==> src/rtl/uart_tx_arbiter_pkg.sv <==
// uart_tx_arbiter_pkg: shared state encoding and default frame width for the uart_tx frame path.
`default_nettype none

package uart_tx_arbiter_pkg;

  localparam int UART_FRAME_WIDTH = 64;

  typedef enum logic [1:0] {
    ST_IDLE   = 2'd0,
    ST_ACCEPT = 2'd1,
    ST_SEND   = 2'd2,
    ST_GAP    = 2'd3
  } arb_state_t;

endpackage

`default_nettype wire

==> src/rtl/uart_tx_arbiter_rr_arbiter.sv <==
// rr_arbiter: combinational round-robin pick, searching upward from the port after 'last'.
`default_nettype none

module rr_arbiter
  import uart_tx_arbiter_pkg::*;
#(
  parameter int N = 4,
  localparam int IDX_W = $clog2(N)
) (
  input  logic [N-1:0]     req,
  input  logic [IDX_W-1:0] last,
  output logic [IDX_W-1:0] gnt_idx,
  output logic             gnt_any
);

  logic [IDX_W-1:0] cand;

  // Explicit N-1 -> 0 wrap so N need not be a power of two.
  always_comb begin
    gnt_idx = '0;
    gnt_any = 1'b0;
    cand    = last;
    for (int k = 0; k < N; k++) begin
      cand = (cand == IDX_W'(N - 1)) ? '0 : cand + IDX_W'(1);
      if (!gnt_any && req[cand]) begin
        gnt_idx = cand;
        gnt_any = 1'b1;
      end
    end
  end

endmodule

`default_nettype wire

==> src/rtl/uart_tx_arbiter.sv <==
// uart_tx_arbiter: round-robin, frame-at-a-time sharing of one uart_tx among NUM_PORTS AXIS sources.
`default_nettype none

module uart_tx_arbiter
  import uart_tx_arbiter_pkg::*;
#(
  parameter int NUM_PORTS   = 4,
  parameter int FRAME_WIDTH = UART_FRAME_WIDTH,
  parameter int GAP_CYCLES  = 0,
  localparam int IDX_W      = $clog2(NUM_PORTS)
) (
  input  logic                             clk,
  input  logic                             rst_n,
  input  logic [NUM_PORTS*FRAME_WIDTH-1:0] s_axis_tdata,
  input  logic [NUM_PORTS-1:0]             s_axis_tvalid,
  output logic [NUM_PORTS-1:0]             s_axis_tready,
  output logic [FRAME_WIDTH-1:0]           m_axis_tdata,
  output logic                             m_axis_tvalid,
  input  logic                             m_axis_tready,
  output logic [IDX_W-1:0]                 m_axis_tid,
  output logic                             busy
);

  localparam int GAP_W = (GAP_CYCLES > 0) ? $clog2(GAP_CYCLES + 1) : 1;

  arb_state_t       state;
  logic [IDX_W-1:0] grant;
  logic [IDX_W-1:0] last_grant;
  logic [GAP_W-1:0] gap_cnt;
  logic [IDX_W-1:0] gnt_idx;
  logic             gnt_any;

  rr_arbiter #(.N(NUM_PORTS)) u_rr (
    .req     (s_axis_tvalid),
    .last    (last_grant),
    .gnt_idx (gnt_idx),
    .gnt_any (gnt_any)
  );

  assign busy = (state != ST_IDLE);

  always_ff @(posedge clk or negedge rst_n) begin
    if (!rst_n) begin
      state         <= ST_IDLE;
      grant         <= '0;
      last_grant    <= IDX_W'(NUM_PORTS - 1);
      gap_cnt       <= '0;
      s_axis_tready <= '0;
      m_axis_tdata  <= '0;
      m_axis_tvalid <= 1'b0;
      m_axis_tid    <= '0;
    end else begin
      case (state)
        ST_IDLE: begin
          if (gnt_any) begin
            grant         <= gnt_idx;
            s_axis_tready <= NUM_PORTS'(1) << gnt_idx;
            state         <= ST_ACCEPT;
          end
        end
        ST_ACCEPT: begin
          s_axis_tready <= '0;
          // A source that withdrew its valid forfeits the slot; its turn is not consumed.
          if (s_axis_tvalid[grant]) begin
            m_axis_tdata  <= s_axis_tdata[grant*FRAME_WIDTH +: FRAME_WIDTH];
            m_axis_tid    <= grant;
            m_axis_tvalid <= 1'b1;
            state         <= ST_SEND;
          end else begin
            state <= ST_IDLE;
          end
        end
        ST_SEND: begin
          if (m_axis_tready) begin
            m_axis_tvalid <= 1'b0;
            last_grant    <= grant;
            gap_cnt       <= '0;
            state         <= (GAP_CYCLES > 0) ? ST_GAP : ST_IDLE;
          end
        end
        ST_GAP: begin
          if (gap_cnt == GAP_W'(GAP_CYCLES - 1)) begin
            state <= ST_IDLE;
          end else begin
            gap_cnt <= gap_cnt + GAP_W'(1);
          end
        end
        default: state <= ST_IDLE;
      endcase
    end
  end

endmodule

`default_nettype wire
==> config.mk <==
export PLATFORM = sky130hd
export DESIGN_NAME = uart_tx_arbiter
export DESIGN_NICKNAME = d
export VERILOG_FILES = /design/src/rtl/uart_tx_arbiter_pkg.sv /design/src/rtl/uart_tx_arbiter_rr_arbiter.sv /design/src/rtl/uart_tx_arbiter.sv
export SDC_FILE = /design/constraint.sdc
export NUM_CORES = 1
export LEC_CHECK = 0
export ABC_AREA = 1
export CORE_UTILIZATION = 30
export DETAILED_ROUTE_END_ITERATION = 12
export SYNTH_ARGS = -nofsm -noshare
export SYNTH_HDL_FRONTEND = slang
export SYNTH_HIERARCHICAL = 1
export SYNTH_SLANG_ARGS = --single-unit
export TNS_END_PERCENT = 1
==> constraint.sdc <==
create_clock -name clk -period 5.1 [get_ports clk]
set_input_delay 0.765 -clock clk [delete_from_list [all_inputs] [get_ports clk]]
set_output_delay 0.765 -clock clk [all_outputs]
set_load 0.03 [all_outputs]
==> run summary <==
Initial antenna violation count -> 0
Post-CTS Hold Fix Bufs -> 0
Layout cells sized above 1 -> 3.23%
Final Setup Violations -> 0
Die area -> 22300 µm²
Hold Fails Final Rpt -> 0
Library cells used by synthesis -> 23
Routed Antenna Nets -> 0
Crit-path max FO -> 59
Leak Pwr -> 5.76 nW
Sink Count -> 78
Fin cells -> 1730
Element type at the critical path end -> flop
Drt drc -> 0
# IOs -> 335
Reg-to-reg setup timing slack -> 2260 ps
TritonCTS clock tree -> done
Cells after Synth -> 1164
R2r startpoint -> grant[0]$_DFFE_PN0P_
H-tree depth -> 3
RSZ-0062 raised after global routing -> no
Slew margin rel. -> 33.4%
Post-Syn Area per Cell -> 5.59 µm²
Core Region -> 21200 µm²
DP Area -> 9880 µm²
PwrDens -> 526 nW/µm²
Vias in the first global route -> 7048
Final period util -> 55.6%
Latest clock arrival within the worst-skew pair -> 340 ps
WL/cell -> 13.3 µm
First-pass GRT wire length -> 36600 µm
Post-Synth XOR/XNOR Area -> 0%
FF-to-FF End -> m_axis_tdata[48]$_DFFE_PN0P_
Post-CTS sizing -> 0
Worst VDD drop -> 0.268 mV
Tightest Pin Transition -> 999 ps
Starting Density -> 30.8%
Clock Tree Root -> clkbuf_16
Reg2reg path depth -> 8
All-Layer GR Usage -> 20.9%
Setup bufs post-CTS -> 0
Post-synth top area share -> 29.2%
CP Class -> reg -> reg
Flops & latches, synth -> 78
Hold Path Class -> reg -> reg
Sequential area share after synthesis -> 30.0%
TritonCTS Buffers -> 9
Top post-synthesis cells by area -> dfrtp_1, nand2_1, nand3_1, inv_1, buf_2
Max cap viols -> 0
Post-Place Setup Slack -> 2240 ps
Synth Area in Compound Gates -> 1.00%
Net Count, Synth -> 1428
Initial DRC Count -> 311
Clk_skew -> 4.87 ps
Status -> finished, final reports clean
Synth Area in Adders -> 0.192%
Port Buffer Count -> 334
Dpl cells -> 1714
Required time of the critical path -> 5370 ps
Tot Pwr -> 0.00535 W
Rows -> 53
DR pass1 iterations -> 5
Final instance area -> 10200 µm²
Remaining Overflow, GRT -> 0
Hold Crit Start -> gap_cnt$_DFFE_PN0P_
Setup TNS -> 0 ps
Startpoint types -> flop
Synth-to-Final Area Change -> 56.3%
Diode count -> 0
Worst setup margin -> 2260 ps
RePlAce Congestion -> 0.819
Mapped cell area -> 6510 µm²
FMAX -> 353 MHz
# nets final -> 1714
CTS Buffer Depth -> 2
Die H -> 149 µm
Total routed wirelength -> 23000 µm
Hold Path Sink -> gap_cnt$_DFFE_PN0P_
Via count -> 7540
Synth Area in Simple Gates -> 47.0%
Hold Path Cell Cnt -> 2
DP HPWL -> 16600 µm
Clk slew on worst S/H paths -> 60 ps
Arrival time at the worst endpoint -> 3110 ps
Yosys Warn Count -> 6
Slew Limit Fails -> 0
Final min period -> 2840 ps
Yosys top cell by area -> dfrtp_1
Main combinational cell family by area after synthesis -> simple AND/OR/NAND/NOR gates
Die width -> 149 µm
Largest net degree at the start of global routing -> 86
Vias per inst -> 4.36
Multiplexer share of the synthesized area -> 0%
[logic make-up after synthesis]
| kind of cell | after synthesis |
|---|---|
| buf+inv | 344 |
| fa+ha+maj | 1 |
| flops | 78 |
| simple gates | 729 |
| compound gates | 12 |
[cells in the mapped netlist]
cell type and number:
inv_1 277, nor2_2 2, nand4_1 1, buf_2 33, buf_1 4, nor2_1 4, buf_4 13, buf_6 5
nand3_1 209, ha_1 1, nand3b_1 1, dfrtp_1 76, o21ai_0 7, dfstp_2 2, or2_2 2, nor2_4 1
nand2_2 11, inv_2 1, a21oi_1 1, clkbuf_1 11, nand2_4 1, nand2_1 497, o22ai_1 4
[worst max-delay path, stage by stage (launching register included)]
cell	delay, ps
dfrtp_4	680
inv_4	510
nand2_1	100
nand3_1	110
nand2_2	90
nand2_2	410
buf_4	540
nand2_1	140
nand2_1	90
[cell type report]
cell class | count | area (µm²)
fill | 2226 | 11000
timing repair buffer | 341 | 3390
multi-input combinational | 742 | 3140
sequential | 78 | 1960
inverter | 278 | 1050
tap | 275 | 344
clock buffer | 11 | 253
clock inverter | 5 | 33.8
[metrics by stage]
step | utilization [%] | hold WS [ps]
floorplan | - | 434
global placement | 46.7 | 446
detailed placement | 46.7 | 452
CTS | 48.1 | 466
global route | 48.1 | 488
finish | 48.1 | 463
[state kept, by name, indices dropped and copies added (netlist names)]
signal / flops
grant: 2
s_axis_tready: 4
m_axis_tdata: 64
m_axis_tvalid: 1
last_grant: 2
state: 2
m_axis_tid: 2
gap_cnt: 1
[power by group]
part | internal (W) | switching (W) | leakage, nW | total [W]
Clock | 0.000355 | 0.000255 | 0.138 | 0.000610
Sequential | 0.000924 | 0.000213 | 0.967 | 0.00114
Combinational | 0.00129 | 0.00232 | 4.66 | 0.00361
Total | 0.00257 | 0.00279 | 5.76 | 0.00535
[layout by cell type (no fill, tap or decap), types with 4 or more instances in the layout]
cell / count
buf_4: 8
clkdlybuf4s50_1: 333
inv_1: 276
clkbuf_16: 9
nand3_1: 209
o21ai_0: 7
nand2_2: 11
dfrtp_1: 74
nand2_1: 497
nor2_1: 4
o22ai_1: 4
[worst max-delay path by stage]
| stage | start | to | slack, ps | cells after the start |
|---|---|---|---|---|
| 2_1_floorplan | last_grant[0]$_DFFE_PN1P_ | s_axis_tready[2]$_DFFE_PN0P_ | 3190 | 14 |
| 3_5_place_dp | s_axis_tvalid[0] | state[1]$_DFFE_PN0P_ | 2240 | 8 |
| 6_report | grant[0]$_DFFE_PN0P_ | m_axis_tdata[48]$_DFFE_PN0P_ | 2260 | 8 |
| 5_1_grt | grant[0]$_DFFE_PN0P_ | m_axis_tdata[48]$_DFFE_PN0P_ | 1960 | 8 |
| 3_3_place_gp | grant[0]$_DFFE_PN0P_ | state[1]$_DFFE_PN0P_ | 2290 | 7 |
| 4_1_cts | grant[0]$_DFFE_PN0P_ | state[1]$_DFFE_PN0P_ | 2240 | 7 |
[per-layer routing]
layer / share of wire [%] / track usage [%] / up-vias / wire length (µm)
met5: 0 / 0 / - / 0
met4: 2.0 / 5.77 / 0 / 453
met2: 50 / 35.9 / 197 / 11600
met1: 42 / 26.2 / 3354 / 9740
met3: 5.5 / 4.53 / 26 / 1280
li1: - / - / 3963 / -
Power figures use the tool's default switching activity.
